$ cat src/rtl/axi_tdd_frame_sequencer.sv
// Purpose: TDD timebase sequencer. It arms on enable, waits for a sync, runs the startup delay,
//          then counts frames for a programmed burst. Optional macro: AXI_TDD_SYNC_RESET_EN.
// Latency: all outputs are registered; the state changes one cycle after a sync or enable edge.
// Backpressure: none; the timebase free-runs and cannot be stalled.

package axi_tdd_pkg;
  typedef enum logic [1:0] {
    IDLE    = 2'b00,
    ARMED   = 2'b01,
    WAITING = 2'b10,
    RUNNING = 2'b11
  } state_t;
endpackage

module axi_tdd_frame_sequencer
  import axi_tdd_pkg::*;
#(
  parameter int REGISTER_WIDTH = 32
) (
  input  logic                      clk,
  input  logic                      resetn,
  input  logic                      tdd_enable,
  input  logic                      tdd_sync,
  input  logic                      tdd_sync_soft,
  input  logic                      tdd_sync_rst,
  input  logic [REGISTER_WIDTH-1:0] asy_frame_length,
  input  logic [REGISTER_WIDTH-1:0] asy_startup_delay,
  input  logic [REGISTER_WIDTH-1:0] asy_burst_count,
  output logic [REGISTER_WIDTH-1:0] tdd_counter,
  output state_t                    tdd_cstate,
  output logic                      tdd_endof_frame,
  output logic                      tdd_burst_done
);

  localparam int W = REGISTER_WIDTH;

  // Shadow copies of the configuration. They track the register map only in IDLE so that
  // a run always sees one consistent set of values.
  logic [W-1:0] frame_length;
  logic [W-1:0] startup_delay;
  logic [W-1:0] burst_count;
  logic [W-1:0] frame_cnt;

  state_t       state_nxt;
  logic [W-1:0] counter_nxt;
  logic [W-1:0] frame_cnt_nxt;
  logic         burst_done_nxt;
  logic         endof_frame_nxt;
  logic         sync;
  logic         restart;

  assign sync = tdd_sync | tdd_sync_soft;

`ifdef AXI_TDD_SYNC_RESET_EN
  // A permitted sync during a delay or a run restarts the sequence from its beginning.
  assign restart = sync & tdd_sync_rst & ((tdd_cstate == WAITING) || (tdd_cstate == RUNNING));
`else
  logic unused_sync_rst;
  assign unused_sync_rst = tdd_sync_rst;
  assign restart         = 1'b0;
`endif

  // Shadow configuration capture: follows the register map only while idle.
  always_ff @(posedge clk) begin
    if (!resetn) begin
      frame_length  <= '0;
      startup_delay <= '0;
      burst_count   <= '0;
    end else if (tdd_cstate == IDLE) begin
      frame_length  <= asy_frame_length;
      startup_delay <= asy_startup_delay;
      burst_count   <= asy_burst_count;
    end
  end

  // State register, counters and registered outputs.
  always_ff @(posedge clk) begin
    if (!resetn) begin
      tdd_cstate      <= IDLE;
      tdd_counter     <= '0;
      frame_cnt       <= '0;
      tdd_burst_done  <= 1'b0;
      tdd_endof_frame <= 1'b0;
    end else begin
      tdd_cstate      <= state_nxt;
      tdd_counter     <= counter_nxt;
      frame_cnt       <= frame_cnt_nxt;
      tdd_burst_done  <= burst_done_nxt;
      tdd_endof_frame <= endof_frame_nxt;
    end
  end

  // Next-state logic. Dropping enable aborts from any state and takes priority over everything.
  always_comb begin
    state_nxt      = tdd_cstate;
    counter_nxt    = tdd_counter;
    frame_cnt_nxt  = frame_cnt;
    burst_done_nxt = tdd_burst_done;
    if (!tdd_enable) begin
      state_nxt      = IDLE;
      counter_nxt    = '0;
      frame_cnt_nxt  = '0;
      burst_done_nxt = 1'b0;
    end else if (restart) begin
      state_nxt     = (startup_delay != '0) ? WAITING : RUNNING;
      counter_nxt   = '0;
      frame_cnt_nxt = '0;
    end else begin
      case (tdd_cstate)
        IDLE: begin
          counter_nxt   = '0;
          frame_cnt_nxt = '0;
          // A completed burst keeps the block parked until enable is cycled.
          if (!tdd_burst_done) state_nxt = ARMED;
        end
        ARMED: begin
          counter_nxt   = '0;
          frame_cnt_nxt = '0;
          if (sync) state_nxt = (startup_delay != '0) ? WAITING : RUNNING;
        end
        WAITING: begin
          // WAITING is only entered with a nonzero delay, so delay-1 cannot underflow here.
          if (tdd_counter == startup_delay - 1'b1) begin
            state_nxt   = RUNNING;
            counter_nxt = '0;
          end else begin
            counter_nxt = tdd_counter + 1'b1;
          end
        end
        RUNNING: begin
          if (tdd_counter == frame_length) begin
            counter_nxt   = '0;
            frame_cnt_nxt = frame_cnt + 1'b1;
            if ((burst_count != '0) && (frame_cnt + 1'b1 == burst_count)) begin
              state_nxt      = IDLE;
              frame_cnt_nxt  = '0;
              burst_done_nxt = 1'b1;
            end
          end else begin
            counter_nxt = tdd_counter + 1'b1;
          end
        end
        default: state_nxt = IDLE;
      endcase
    end
  end

  // Output decode: the strobe is registered so it lines up with the last count of each frame.
  // The shadow length is safe to use here because RUNNING is never entered straight from IDLE.
  always_comb begin
    endof_frame_nxt = (state_nxt == RUNNING) && (counter_nxt == frame_length);
  end

endmodule

$ cat config.mk
export PLATFORM = sky130hd
export DESIGN_NAME = axi_tdd_frame_sequencer
export DESIGN_NICKNAME = d
export VERILOG_FILES = /design/src/rtl/axi_tdd_frame_sequencer.sv
export SDC_FILE = /design/constraint.sdc
export NUM_CORES = 1
export LEC_CHECK = 0
export CORE_MARGIN = 2
export CORE_UTILIZATION = 50
export DETAILED_ROUTE_END_ITERATION = 6
export GPL_ROUTABILITY_DRIVEN = 1
export PLACE_DENSITY_LB_ADDON = 0.05
export SYNTH_ARGS = -nofsm -noshare
export SYNTH_HDL_FRONTEND = slang
export SYNTH_SLANG_ARGS = --single-unit
$ cat constraint.sdc
create_clock -name clk -period 4.6 [get_ports clk]
set_clock_uncertainty 0.1 [all_clocks]
set_input_delay 0.69 -clock clk [delete_from_list [all_inputs] [get_ports clk]]
set_output_delay 0.69 -clock clk [all_outputs]
set_load 0.01 [all_outputs]
# [Word level (Yosys, flattened, before mapping)]
# Index checks and enable logic that the tools add are counted.
[word_totals] regBits=164 latchBits=0 ramBits=0 romBits=0 inputBits=102 out_inout_bits=36 word_cells=46 n_memories=0
[op_classes] n_addsub=3 mul=0 div=0 magnitude_cmp=0 eq_ne=9 shift=0 muxes=15 bitwise_logic=1 n_reduce_logical=10
[op_table] operator="$mux W32" count=5
[op_table] operator="$eq A32 B32 Y1" count=4
[op_table] operator="$pmux W32 S3" count=1
[op_table] operator="$add A32 B1 Y32 const B" count=2
[op_table] operator="$pmux W32 S2" count=1
[op_table] operator="$reduce_bool A32 Y1" count=2
[op_table] operator="$sub A32 B1 Y32 const B" count=1
[op_table] operator="$mux W2" count=6
[op_table] operator="$pmux W2 S4" count=1
[op_table] operator="$eq A2 B2 Y1 const B" count=3
[op_table] operator="$reduce_and A2 Y1" count=2
[op_table] operator="$reduce_and A3 Y1" count=1
[op_table] operator="$eq A2 B1 Y1 const B" count=1
[op_table] operator="$logic_and A1 B1 Y1" count=2
[op_table] operator="$logic_not A2 Y1" count=1
[op_table] operator="$ne A2 B2 Y1 const B" count=1
[op_table] operator="$reduce_bool A2 Y1" count=1
[op_table] operator="$reduce_or A2 Y1" count=1
[op_table] operator="$mux W1" count=1
[op_table] operator="$or A1 B1 Y1" count=1

# [Depth between registers and ports, before layout]
[logic_depth] depth_word=9 ltp_mapped=14 ltp_nobuf=12

# [Worst setup path before layout]
# Ideal clock, no wire load.
[synth_path] path_type="register to register" start="register startup_delay[0]" end="register tdd_endof_frame" setup_ns=0.088 arrival_ns=3.500 t_required_ns=4.412 setup_slack_ns=0.912 path_stages_with_launch=13 path_buffers=0 period_less_slack_ns=3.688 cell_sequence="dfxtp_1 inv_1 ha_1 or4b_1 or4_4 or3_4 a2111oi_4 nand4_2 nor4_4 a211oi_1 o32ai_2 o211ai_1 nor4_2"
[synth_via] elab_chain_len=7 elab_cells_between_ends=14 classes_between="add/sub: 1; eq/ne: 3; mux: 8; reduce/logical: 2"
[synth_rtl] element="start: declaration" line="40" text="logic [W-1:0] startup_delay;"
[synth_rtl] element="start signal: assignment" line="71" text="startup_delay <= asy_startup_delay;"
[synth_rtl] element="$sub A32 B1 Y32 or $reduce_bool A32 Y1 (tied branches)" line="123, 119"
[synth_rtl] element="$eq A32 B32 Y1 or $mux W1 (tied branches)" line="123, 119"
[synth_rtl] element="$mux W32 (tied with other cells)" line="123" text="if (tdd_counter == startup_delay - 1'b1) begin"
[synth_rtl] element="$pmux W32 S3 or $pmux W2 S4 (tied branches)" line="109" text="case (tdd_cstate)"
[synth_rtl] element="$mux W32 or $mux W2 (tied branches)" line="99" text="if (!tdd_enable) begin"
[synth_rtl] element="$eq A32 B32 Y1 or $eq A2 B2 Y1 (tied branches)" line="151" text="endof_frame_nxt = (state_nxt == RUNNING) && (counter_nxt == frame_length);"
[synth_rtl] element="$logic_and A1 B1 Y1 (*)" line="151"
[synth_rtl] element="end signal: assignment" line="89" text="tdd_endof_frame <= endof_frame_nxt;"
[synth_rtl] element="end: declaration" line="31" text="output logic tdd_endof_frame,"
# Mark *: on every way between the ends. The rest lies on a longest branch, timed or not.
# A chain may end at the register's enable or synchronous reset.

# [Final worst setup path]
[layout_path] start="register frame_cnt[21]" end="register frame_cnt[7]"
[layout_via] elab_chain_len=6
[layout_rtl] element="start: declaration" line="42" text="logic [W-1:0] frame_cnt;"
[layout_rtl] element="start signal: assignment" line="87" text="frame_cnt <= frame_cnt_nxt;"
[layout_rtl] element="$add A32 B1 Y32" line="134" text="if ((burst_count != '0) && (frame_cnt + 1'b1 == burst_count)) begin"
[layout_rtl] element="$eq A32 B32 Y1" line="134"
[layout_rtl] element="$logic_and A1 B1 Y1" line="134"
[layout_rtl] element="$mux W32" line="134"
[layout_rtl] element="$mux W32" line="131" text="if (tdd_counter == frame_length) begin"
[layout_rtl] element="$pmux W32 S2" line="109"
# No other way between the ends. The select of a mux whose other input is x is not followed.

==> impl_metrics.tcl <==
set metrics [dict create \
    status "completed" \
    cts_setup_buffers 0 \
    synth_warnings 0 \
    yosys-top-cells-area "dfxtp_1 (32%), nand2_1 (8.7%), xnor2_1 (8.4%)" \
    place.gp.congestion 0.940 \
    synth_top_area_share_pct 32.0 \
    cts_resized 0 \
    cp-start-kind "flop" \
    regArea_um2 3280 \
    hold_viol 0 \
    peakVddDrop_v 0.000227 \
    track_usage_pct 29.7 \
    cts_tree "built" \
    drive_above_1_share_pct 5.95 \
    internal_power_mw 2.56 \
    final_common_cell "nand2_1" \
    p_sw_mw 1.02 \
    finalCritPeriodShare_pct 93.5 \
    worstPathRequired_ps 4810 \
    initial_core_util_pct 50.8 \
    synth_nets 1495 \
    rsz0062_at_grt "false" \
    crit_type "reg2reg" \
    dr_total_vias 10300 \
    via_per_inst 5.91 \
    critPathLaunch "frame_cnt[21]" \
    fin_ws_ps 298 \
    cts_buffer_depth 2 \
    synth-edff-count 0 \
    grt_pass1_wl_um 50900 \
    multi_input_area_um2 6490 \
    port_buffers 136 \
    ios 138 \
    swShare_pct 28.6 \
    async_flop_share_pct 0 \
    whs_ps 388 \
    pre_cts_ws_ps 358 \
    pwr-share-seq_pct 44.5 \
    antenna_found_initial 3 \
    fillCellCount 1893 \
    crit_arrival_ps 4510 \
    setup_tns_ps 0 \
    crit_end "frame_cnt[7]" \
    regToRegStartpoint "frame_cnt[21]" \
    drtAntennaViolNets 0 \
    ys_ff_latch 164 \
    ys.flop_type "dfxtp_1" \
    fin_cells 1749 \
    power.leakage_nw 4.43 \
    clk_pin_slew_worst_paths_ps 70 \
    cp-end-kind "flop" \
    dp_hpwl_um 24000 \
    clock_latency_ps 440 \
    numCtsBuffers 17 \
    grt_pass1_vias 9250 \
    clkPwrFrac_pct 40.0 \
    max_freq_mhz 232 \
    final_cell_mix "nand2_1 (238), dfxtp_1 (164), a21oi_1 (148)" \
    critical_path.max_fanout 60 \
    core_um2 20200 \
    fin_crit_ps 4300 \
    post-route-drc-count 0 \
    drv_cap 0 \
    wirelength_um 32100 \
    drt_iter0_markers 924 \
    synth_top_cell_by_area "dfxtp_1" \
    root_buffer "clkbuf_16" \
    drtPass1Iterations 5 \
    syn-instance-count 1390 \
    die-area_um2 21700 \
    rows 52 \
    avgRoutedWirePerCell_um 18.3 \
    postCtsHoldBufs 0 \
    htree_num_levels 4 \
    hp-class "reg2reg" \
    worst_pin_slew_ps 1080 \
    postPlaceCellArea_um2 11800 \
    synth_area_um2 10300 \
    synth_cell_types 83 \
    final_area_um2 12400 \
    grt_max_degree 97 \
    overflow 0 \
    synth.avg_cell_area_um2 7.38 \
    worst_r2r_endpoint "frame_cnt[7]" \
    powerDensity_nw_per_um2 289 \
    die_h_um 147 \
    fin_nets 1573 \
    clock_sinks 164 \
    setup_violations 0 \
    slew_violations 0 \
    comb_power_share_pct 15.5 \
    relSlewSlack_pct 27.9 \
    dp.cells 1719 \
    diodes 0 \
    yosysSeqAreaShare_pct 32.0 \
    ff2ff_path_depth 11 \
    area_growth_pct 20.7 \
    die_w_um 147 \
    worst-r2r-setup-slack_ps 300 \
]
sequential cells by signal, indices dropped and copies added, names as in the netlist:
signal	flops
tdd_cstate	2
tdd_counter	32
burst_count	32
tdd_burst_done	1
tdd_endof_frame	1
startup_delay	32
frame_cnt	32
frame_length	32
critical path, stage by stage, from the launching register on:
cell and delay, ps:
dfxtp_1 520, nand4_1 260, or2_1 330, or4_1 640, xor2_1 230, a2111oi_0 710, nand4_1 350, o311ai_4 390
buf_12 290, o21ai_0 110, a21oi_1 180, nor2_1 50
metrics by stage:
step	total power, mW	util (%)
global placement	2.16	58.5
CTS	3.59	61.4
global route	3.73	61.4
finish	3.58	61.4
detailed placement	2.17	58.5
floorplan	1.95	-
how the worst min path moves through the flow:
stage,startpoint,to,slack [ps],depth (start not counted)
CTS,burst_count[1],burst_count[1],390,2
detailed placement,burst_count[1],burst_count[1],380,2
global route,burst_count[28],burst_count[28],410,2
finish,burst_count[1],burst_count[1],390,2
global placement,startup_delay[27],startup_delay[27],370,2
floorplan,startup_delay[27],startup_delay[27],360,2
power groups by stage:
stage                     Sequential [mW]  Combinational (mW)  Clock (mW)
after floorplan                      1.57               0.375           0
after global placement               1.62               0.546           0
after detailed placement             1.62               0.552           0
after CTS                            1.59               0.555        1.45
after global routing                 1.60               0.615        1.52
final                                1.59               0.556        1.43
synthesized netlist by cell type (9+ instances only):
| master | n |
|---|---|
| nand2_1 | 239 |
| dfxtp_1 | 164 |
| a21oi_1 | 148 |
| nor2_1 | 109 |
| xnor2_1 | 98 |
| clkbuf_1 | 84 |
| xor2_1 | 55 |
| nor3_1 | 47 |
| o21ai_0 | 47 |
| nand4_1 | 46 |
| nor4_1 | 45 |
| nand3_1 | 30 |
| inv_1 | 23 |
| and3_1 | 20 |
| nor3b_1 | 17 |
| or4_1 | 17 |
| and4_1 | 16 |
| buf_2 | 14 |
| or3_1 | 10 |
| a211oi_1 | 9 |
routing by layer:
layer	wire (um)	GRT usage (%)	vias up
met5	0	0	-
met4	565	8.56	0
met3	2550	4.69	40
met2	13500	43.5	432
met1	15500	44.8	4812
li1	-	-	5057
cell families (layout without fill, tap and decap cells):
family | Yosys count | after routing | share of synthesized area, %
AO/OA/AOI/OAI | 281 | 281 | 16.6
adder cells (fa/ha/maj) | 3 | 3 | 0.366
AND/OR/NAND/NOR | 648 | 648 | 31.7
XOR/XNOR | 154 | 154 | 13.3
buffers and inverters | 129 | 218 | 4.93
flip-flops | 164 | 164 | 32.0
multiplexers | 11 | 11 | 1.12
layout make-up:
type	instances	share of cell area [%]
clock buffers	17	3.44
clock inverters	13	1.20
inverters	25	0.758
multi-input cells	1097	52.4
flip-flops and latches	164	26.5
well taps	270	2.73
repair buffers	163	12.9
(Power assumes the default switching activity.)
